`src/rtl/cla_mp_pkg.sv`:
```
// Shared types and constants for the multi-precision CLA adder sequencer.
package cla_mp_pkg;

    localparam int unsigned SLICE_W = 16;

    typedef enum logic [1:0] {
        IDLE = 2'd0,
        RUN  = 2'd1,
        DONE = 2'd2
    } state_t;

    // Slice index width; a single-slice build still needs one bit.
    function automatic int unsigned idx_w(input int unsigned words);
        return (words > 1) ? 32'($clog2(words)) : 32'd1;
    endfunction

endpackage

```
`src/rtl/cla_mp_seq_if.sv`:
```
// Start/result handshake bundle for cla_mp_seq.
// The sub signal exists only when CLA_MP_SUB_EN is defined.
interface cla_mp_seq_if
    import cla_mp_pkg::*;
#(
    parameter int unsigned WORDS = 4
);
    localparam int unsigned W = SLICE_W * WORDS;

    logic         start_valid;
    logic         start_ready;
    logic [W-1:0] op_a;
    logic [W-1:0] op_b;
    logic         cin;
`ifdef CLA_MP_SUB_EN
    logic         sub;
`endif
    logic         res_valid;
    logic         res_ready;
    logic [W-1:0] result;
    logic         cout;
    logic         ovf;
    logic         busy;

    modport master (
        output start_valid, op_a, op_b, cin, res_ready,
`ifdef CLA_MP_SUB_EN
        output sub,
`endif
        input  start_ready, res_valid, result, cout, ovf, busy
    );

    modport slave (
        input  start_valid, op_a, op_b, cin, res_ready,
`ifdef CLA_MP_SUB_EN
        input  sub,
`endif
        output start_ready, res_valid, result, cout, ovf, busy
    );

endinterface

```
`src/rtl/cla_16.sv`:
```
// 16-bit carry look-ahead adder: four 4-bit groups with group generate/propagate.
module CLA_16 (
    input  logic [15:0] in1,
    input  logic [15:0] in2,
    input  logic        Cin,
    output logic [15:0] Sum,
    output logic        Cout
);

    logic [15:0] p;
    logic [15:0] g;

    assign p = in1 ^ in2;
    assign g = in1 & in2;

    always_comb begin
        logic [3:0]  gg;
        logic [3:0]  pg;
        logic [4:0]  cb;
        logic [15:0] c;
        gg = '0;
        pg = '0;
        cb = '0;
        c  = '0;
        for (int j = 0; j < 4; j++) begin
            gg[j] = g[4*j+3]
                  | (p[4*j+3] & g[4*j+2])
                  | (p[4*j+3] & p[4*j+2] & g[4*j+1])
                  | (p[4*j+3] & p[4*j+2] & p[4*j+1] & g[4*j]);
            pg[j] = p[4*j+3] & p[4*j+2] & p[4*j+1] & p[4*j];
        end
        // Group carries resolve first, then bit carries inside each group.
        cb[0] = Cin;
        for (int j = 0; j < 4; j++) begin
            cb[j+1] = gg[j] | (pg[j] & cb[j]);
        end
        for (int j = 0; j < 4; j++) begin
            c[4*j] = cb[j];
            for (int i = 1; i < 4; i++) begin
                c[4*j+i] = g[4*j+i-1] | (p[4*j+i-1] & c[4*j+i-1]);
            end
        end
        Sum  = p ^ c;
        Cout = cb[4];
    end

endmodule

```
`src/rtl/cla_mp_seq.sv`:
```
// Multi-precision adder: one 16-bit slice per cycle through a single CLA_16, LSB slice first.
// Define CLA_MP_SUB_EN to add the sub input (A-B via inverted B and carry-in of 1).
module cla_mp_seq
    import cla_mp_pkg::*;
#(
    parameter int unsigned WORDS = 4
) (
    input  logic         clk,
    input  logic         rst,
    cla_mp_seq_if.slave  bus
);

    localparam int unsigned     IDX_W    = idx_w(WORDS);
    localparam logic [IDX_W-1:0] LAST_IDX = IDX_W'(WORDS - 1);

    state_t state;
    state_t state_nxt;

    logic [WORDS-1:0][SLICE_W-1:0] a_q;
    logic [WORDS-1:0][SLICE_W-1:0] b_q;
    logic [WORDS-1:0][SLICE_W-1:0] res_q;
    logic [IDX_W-1:0]              idx;
    logic                          carry_q;
    logic                          cout_q;
    logic                          ovf_q;

    logic [SLICE_W-1:0] sum;
    logic               co;
    logic               sub_in;
    logic               accept;
    logic               last;

`ifdef CLA_MP_SUB_EN
    assign sub_in = bus.sub;
`else
    assign sub_in = 1'b0;
`endif

    assign accept = (state == IDLE) && bus.start_valid;
    assign last   = (idx == LAST_IDX);

    CLA_16 u_cla (
        .in1  (a_q[idx]),
        .in2  (b_q[idx]),
        .Cin  (carry_q),
        .Sum  (sum),
        .Cout (co)
    );

    // State register
    always_ff @(posedge clk) begin
        if (rst) begin
            state <= IDLE;
        end else begin
            state <= state_nxt;
        end
    end

    // Next-state logic
    always_comb begin
        state_nxt = state;
        unique case (state)
            IDLE:    if (bus.start_valid) state_nxt = RUN;
            RUN:     if (last)            state_nxt = DONE;
            DONE:    if (bus.res_ready)   state_nxt = IDLE;
            default:                      state_nxt = IDLE;
        endcase
    end

    // Handshake/status decode from the state register
    always_comb begin
        bus.start_ready = 1'b0;
        bus.busy        = 1'b0;
        bus.res_valid   = 1'b0;
        unique case (state)
            IDLE:    bus.start_ready = 1'b1;
            RUN:     bus.busy        = 1'b1;
            DONE:    bus.res_valid   = 1'b1;
            default: ;
        endcase
    end

    // Operand capture and slice-serial datapath; subtraction folds into B and carry-in
    always_ff @(posedge clk) begin
        if (rst) begin
            a_q     <= '0;
            b_q     <= '0;
            res_q   <= '0;
            idx     <= '0;
            carry_q <= 1'b0;
            cout_q  <= 1'b0;
            ovf_q   <= 1'b0;
        end else if (accept) begin
            a_q     <= bus.op_a;
            b_q     <= sub_in ? ~bus.op_b : bus.op_b;
            carry_q <= sub_in ? 1'b1 : bus.cin;
            idx     <= '0;
        end else if (state == RUN) begin
            res_q[idx] <= sum;
            carry_q    <= co;
            if (last) begin
                cout_q <= co;
                ovf_q  <= (a_q[WORDS-1][SLICE_W-1] == b_q[WORDS-1][SLICE_W-1])
                       && (sum[SLICE_W-1] != a_q[WORDS-1][SLICE_W-1]);
            end else begin
                idx <= idx + IDX_W'(1);
            end
        end
    end

    assign bus.result = res_q;
    assign bus.cout   = cout_q;
    assign bus.ovf    = ovf_q;

endmodule

```
`src/flat_wrapper.sv`:
```
// flat-port wrapper written by rule: the top's interface ports become plain ports
module cla_mp_seq_flat import cla_mp_pkg::*;
#(
    parameter int unsigned WORDS = 4
)
  (clk, rst, bus_start_valid, bus_op_a, bus_op_b, bus_cin, bus_res_ready, bus_start_ready, bus_res_valid, bus_result, bus_cout, bus_ovf, bus_busy);
  cla_mp_seq_if #(.WORDS(WORDS)) bus_i ();
  input  logic clk;
  input  logic rst;
  input wire logic [$bits(bus_i.start_valid)-1:0] bus_start_valid;
  input wire logic [$bits(bus_i.op_a)-1:0] bus_op_a;
  input wire logic [$bits(bus_i.op_b)-1:0] bus_op_b;
  input wire logic [$bits(bus_i.cin)-1:0] bus_cin;
  input wire logic [$bits(bus_i.res_ready)-1:0] bus_res_ready;
  output wire logic [$bits(bus_i.start_ready)-1:0] bus_start_ready;
  output wire logic [$bits(bus_i.res_valid)-1:0] bus_res_valid;
  output wire logic [$bits(bus_i.result)-1:0] bus_result;
  output wire logic [$bits(bus_i.cout)-1:0] bus_cout;
  output wire logic [$bits(bus_i.ovf)-1:0] bus_ovf;
  output wire logic [$bits(bus_i.busy)-1:0] bus_busy;
  assign bus_i.start_valid = bus_start_valid;
  assign bus_i.op_a = bus_op_a;
  assign bus_i.op_b = bus_op_b;
  assign bus_i.cin = bus_cin;
  assign bus_i.res_ready = bus_res_ready;
  assign bus_start_ready = bus_i.start_ready;
  assign bus_res_valid = bus_i.res_valid;
  assign bus_result = bus_i.result;
  assign bus_cout = bus_i.cout;
  assign bus_ovf = bus_i.ovf;
  assign bus_busy = bus_i.busy;
  cla_mp_seq #(.WORDS(WORDS)) u_core (.clk(clk), .rst(rst), .bus(bus_i));
endmodule
```
`config.mk`:
```
export PLATFORM = sky130hd
export DESIGN_NAME = cla_mp_seq_flat
export DESIGN_NICKNAME = d
export VERILOG_FILES = /design/src/rtl/cla_mp_pkg.sv /design/src/rtl/cla_mp_seq_if.sv /design/src/rtl/cla_16.sv /design/src/rtl/cla_mp_seq.sv /design/src/flat_wrapper.sv
export SDC_FILE = /design/constraint.sdc
export NUM_CORES = 1
export LEC_CHECK = 0
export CAP_MARGIN = 25
export CORE_ASPECT_RATIO = 1.1
export CORE_MARGIN = 3
export CORE_UTILIZATION = 50
export CTS_CLUSTER_DIAMETER = 60
export DETAILED_ROUTE_END_ITERATION = 6
export HOLD_SLACK_MARGIN = 0.02
export PLACE_DENSITY = 0.85
export SLEW_MARGIN = 20
export SYNTH_ARGS = -nofsm -noshare
export SYNTH_HDL_FRONTEND = slang
export SYNTH_SLANG_ARGS = --single-unit
```
`constraint.sdc`:
```
create_clock -name clk -period 5.95 [get_ports clk]
set_input_delay 0.8925 -clock clk [delete_from_list [all_inputs] [get_ports clk]]
set_output_delay 0.8925 -clock clk [all_outputs]
set_load 0.03 [all_outputs]
```
# == Yosys cells after proc, flatten, opt, wreduce, memory -nomap -nowiden ==
# Cells that the tools add are included.
# word_totals
ff_bits,199
in_bits,133
elab_cells,127
# op_classes
n_addsub,1
n_lt_le_gt_ge,2
eq_ne,8
muxes,16
n_bitwise,73
n_reduce_logical,10
# op_table
op,count
16-bit binary-select mux with 2-bit select,2
64-bit bitwise mux,1
16-bit 2-to-1 mux,3
1-bit AND,40
16-bit demux with 2-bit select,1
16-bit XOR,2
1-bit OR,28
16-bit AND,1
2-bit 2-to-1 mux,3
2-bit one-hot mux with 3 select lines,1
3-bit AND reduction,2
1-bit 2-to-1 mux,5
"2-bit equality test, second input constant",2
"2-bit != test, second input constant",2
2-bit AND reduction,2
1-bit logical AND,3
"2-bit by 3-bit less-than comparator with 1-bit output, second input constant",1
"2-bit by 1-bit adder with 2-bit output, second input constant",1
"2-bit by 1-bit equality test with 1-bit output, second input constant",1
"2-bit by 1-bit >= comparator with 1-bit output, second input constant",1
2-bit logical NOT,1
"2-bit by 1-bit != test with 1-bit output, second input constant",1
1-bit inverter,2
2-bit nonzero test,1
3 further kinds,3

# == Longest topological paths before layout ==
# logic_depth
depth_word,21
mapped_depth,15

# == By module ==
# Synthesis repeated with hierarchy kept, for this count alone.
# unflattened
cells_unflattened,995
hier_area_um2,8444.3
# modules_own_cells
module,instances,cells_each,area_each_um2,seq_area_each_um2
cla_mp_seq,1,918,7738.7,3983.8
CLA_16,1,77,705.7,0.0

# == Worst setup path after synthesis ==
# Ideal clock, no wire load.
# synth_timing
path_type,reg2reg
startpoint,reg u_core.idx[0]
endpoint,reg u_core.ovf_q (netlist: u_core.bus.ovf)
setup_time_ns,0.091
arrival_ns,4.128
path_slack_ns,1.731
path_stages_with_launch,15
n_path_buf,2
path_cell_list,dfxtp_1 -> buf_2 -> buf_2 -> mux4_2 -> ha_1 -> and4_1 -> nor2b_1 -> o31ai_1 -> nand3_1 -> fa_1 -> fa_1 -> fa_1 -> xnor2_1 -> or3_1 -> a311oi_1
# synth_via
elab_chain_cells,21
elab_cells_between_ends,50
# synth_lines
element,line_no,rtl
from (decl),cla_mp_seq.sv:22,logic [IDX_W-1:0] idx;
from (signal assigned),cla_mp_seq.sv:106,idx <= idx + IDX_W'(1);
"16-bit binary-select mux with 2-bit select, on equally long branches","cla_mp_seq.sv:43, cla_mp_seq.sv:44",
"16-bit 2-to-1 mux, on equally long branches","cla_mp_seq.sv:43, cla_mp_seq.sv:44",
16-bit XOR / 16-bit AND (equally long branches),"cla_16.sv:13, cla_16.sv:14",
"1-bit AND, on equally long branches",--,
"1-bit OR, or another cell as far along",cla_16.sv:27,| (p[4*j+3] & g[4*j+2])
"1-bit OR, or another cell as far along",cla_16.sv:28,| (p[4*j+3] & p[4*j+2] & g[4*j+1])
1-bit OR / 1-bit AND (equally long branches),"cla_16.sv:29, cla_16.sv:35",
1-bit OR,cla_16.sv:35,cb[j+1] = gg[j] | (pg[j] & cb[j]);
[5 not listed],--,
1-bit OR,cla_16.sv:40,c[4*j+i] = g[4*j+i-1] | (p[4*j+i-1] & c[4*j+i-1]);
1-bit AND,cla_16.sv:40,
1-bit OR,cla_16.sv:40,
1-bit AND,cla_16.sv:40,
1-bit OR,cla_16.sv:40,
16-bit XOR,cla_16.sv:43,Sum = p ^ c;
1-bit != test,cla_mp_seq.sv:104,&& (sum[SLICE_W-1] != a_q[WORDS-1][SLICE_W-1]);
1-bit logical AND,cla_mp_seq.sv:104,
to (signal assigned),cla_mp_seq.sv:103,ovf_q <= (a_q[WORDS-1][SLICE_W-1] == b_q[WORDS-1][SLICE_W-1])
to (decl),cla_mp_seq.sv:25,logic ovf_q;
# Several ways; a longest one is shown, not always the timed one. The select of a mux whose other input is x is not followed.
# A chain may end at the register's enable or synchronous reset.

# == Worst setup path in the final report ==
# Same ends and word-level chain as after synthesis.

==> impl_metrics.ini <==
[floorplanning]
core_area_um2 = 16490
dieArea_um2 = 18510
start_util_pct = 51.28
fp.dieW_um = 130
io_pins = 202
fp.dieH_um = 142.4
core.rowCount = 49

[finish]
drive_above_1_share_pct = 6.824
multi_input_area_um2 = 4015
antenna_cells = 0
nets = 1296
fin_util_pct = 66.35
syn_to_final_growth_pct = 29.38
stdcell_area_um2 = 10940
seq_area_um2 = 3986
fill_cells = 1302

[global_routing]
grt_pass1_wl_um = 34830
grt_start_max_net_pins = 121
grt_pass1_vias = 7030
grt-ovfl-total = 0
grt_use_total_pct = 24.33
antenna_found_initial = 0

[cts]
cts_hold_buf = 0
clk_pin_slew_ns = 0.07
cts_made_buffers = 17
tritoncts = yes
post_cts_resized = 0
cts_sinks = 199
clock_latency_ns = 0.44
clockBufferDepth = 2
htreeDepth = 4
postCtsSetupBuffers = 0
root_buffer = clkbuf_16

[timing]
finClkSkew_ns = 0.008084
rsz0062_at_grt = false
finalSetupViolCount = 0
timing.final.ws_setup_ns = 1.196
max_freq_ghz = 0.2103
slew_violations = 0
fin_crit_ns = 4.754
hold_violations = 0
tightest_slew_ns = 0.8929
relSlewSlack_pct = 40.47
period_share_pct = 79.90
tns_ns = 0

[synth]
ys_async_sr_fraction_pct = 0
synth_edf_count = 0
synth_ff_type = dfxtp_1
synthAdderAreaFrac_pct = 5.800
netlist_instances = 976
muxShareOfSynthArea_pct = 8.640
synth-compound-area-share_pct = 13.64
synth.top_cell.area_share_pct = 47.11
ys_types = 35
synth_area_per_cell_um2 = 8.665
syn-num-nets = 1141
ys_ff_latch = 199
synth-xor-area-share_pct = 0.5178
synth_largest_area_cell = dfxtp_1
synth_area_leaders = dfxtp_1, nand2_1, a21oi_1
synth_top_family_by_area = simple AND/OR/NAND/NOR gates
syn_area_um2 = 8457
ys_warn_count = 0
ys_seq_area_share_pct = 47.11
synthSimpleGateAreaFrac_pct = 18.79

[run_status]
status = completed

[route]
vias = 7327
routed_wl_um = 22800
antenna_left = 0
remaining_drc_errors = 0
wl_per_cell_um = 16.93
firstDrtPassIters = 5
viasPerCell = 5.439
drtIter0Drc = 628

[place]
placed_area_um2 = 10390
dpl.hpwl_um = 16850
dp_slack_ns = 1.209
numPortBuffers = 201
place_congestion = 0.8961

[worst_setup_path]
worstReg2RegStart = u_core.idx[0]
setup.worst_path.end = u_core.bus.ovf
r2r-end = u_core.bus.ovf
critPathMostFrequentCell = fa_1
worstSetupEndpointType = flop
crit_path_max_incr_delay_ns = 0.90
cp_slowest_cell = dfxtp_2
critPathKind = flop to flop
rrSetupSlack_ns = 1.20
arrival_ns = 5.10
startpoint = u_core.idx[0]
reg2regPathDepth = 13
crit_fanout = 26
cp-start-kind = flop
path_cells = buf_4 > mux4_2 > ha_1 > nand3_1 > nor2_1 > o31ai_1 > nand3_1 > fa_1 > fa_1 > fa_1 > xnor2_1 > or3_1 > a311oi_1
crit_required_ns = 6.29

[worst_hold_path]
hold_class = flop to flop
hold_path_depth = 2

[pwr]
leakage_nw = 3.941
ir_worst_vdd_v = 0.0002302
power-per-cell-area_nw_per_um2 = 272.5

[run]
drv_cap = 0
-- flip-flops by register name (all words and copies together), names as in the netlist --
signal	cells
u_core.bus.ovf	1
u_core.carry_q	1
u_core.idx	2
u_core.bus.result	64
u_core.state	2
u_core.a_q	64
u_core.bus.cout	1
u_core.b_q	64
-- through the flow --
stage	hold slack, ns	power (W)	cells
after global placement	0.4391	0.001906	1316
after global routing	0.4723	0.003087	1347
final	0.4537	0.002981	1347
after detailed placement	0.4458	0.001918	1316
after floorplan	0.4331	0.001728	976
after CTS	0.4556	0.002991	1347
-- layer usage --
metal	global-route usage (%)	wire length, µm	vias up
met5	0	26	-
met1	29.84	8968	3391
met3	4.655	1463	67
met4	11.87	886	2
met2	41.03	11460	310
li1	-	-	3557
-- report_power, final --
group | switching [W] | total (W) | internal [W]
combinational | 0.000239 | 0.000444 | 0.000205
sequential | 0.0000494 | 0.00145 | 0.00140
clock | 0.000493 | 0.00109 | 0.000596
total | 0.000781 | 0.00298 | 0.00220
-- synthesized netlist by cell type (all sizes together) (3+ instances only) --
master	n
nor2	27
dfxtp	199
a21oi	182
mux4	32
nand2	355
a211oi	21
and2	4
nor2b	3
buf	48
xnor2	5
nor3	4
ha	20
clkbuf	24
o21ai	4
fa	12
inv	17
nand3	3
-- cells in the final DEF, fill, tap and decap left out, drive strengths merged --
cell type | synthesis | layout
o31a | 2 | 2
nor2 | 27 | 27
clkdlybuf4s50 | 0 | 200
mux4 | 32 | 32
nor3b | 1 | 1
a211oi | 21 | 21
o21bai | 2 | 2
clkinv | 0 | 5
o31ai | 1 | 1
fa | 12 | 12
nand2b | 1 | 1
nand4 | 1 | 1
nor2b | 3 | 3
a22oi | 1 | 1
inv | 17 | 19
and2b | 2 | 2
a21oi | 182 | 182
buf | 48 | 8
and2 | 4 | 4
and4 | 1 | 1
clkinvlp | 0 | 3
dfxtp | 199 | 199
or3 | 1 | 1
mux2i | 1 | 1
nand2 | 355 | 355
a22o | 1 | 1
a311oi | 1 | 1
xnor2 | 5 | 5
clkbuf | 24 | 20
nor3 | 4 | 4
bufinv | 0 | 1
nand3 | 3 | 3
o21ai | 4 | 4
ha | 20 | 20
-- worst max-delay path, delay by kind of cell (launching register included) --
family | cells | cell delay (ns)
fa+ha+maj | 4 | 1.56
xor+xnor | 1 | 0.23
mux | 1 | 0.53
flops | 1 | 0.90
compound gates | 2 | 0.46
simple gates | 4 | 0.68
buf+inv | 1 | 0.30
-- worst min-delay path by stage --
stage                           from                    end
2_1_floorplan         u_core.a_q[31]         u_core.a_q[31]
3_3_place_gp           u_core.b_q[2]          u_core.b_q[2]
3_5_place_dp   u_core.bus.result[40]  u_core.bus.result[40]
4_1_cts        u_core.bus.result[40]  u_core.bus.result[40]
5_1_grt               u_core.b_q[44]         u_core.b_q[44]
6_report       u_core.bus.result[49]  u_core.bus.result[49]
-- kinds of logic after synthesis --
| logic type | Yosys count |
|---|---|
| xor+xnor | 5 |
| flops | 199 |
| simple gates | 403 |
| buf+inv | 89 |
| compound gates | 215 |
| mux | 33 |
| fa+ha+maj | 32 |
-- layout make-up --
cell class,instances,area share (%)
Tap cell,204,2.333
Sequential cell,199,36.43
Clock inverter,11,0.9034
Multi-Input combinational cell,688,36.70
Inverter,17,0.5832
Timing Repair Buffer,208,18.88
Clock buffer,20,4.174
Note: power is estimated with default switching activity, not from simulation.
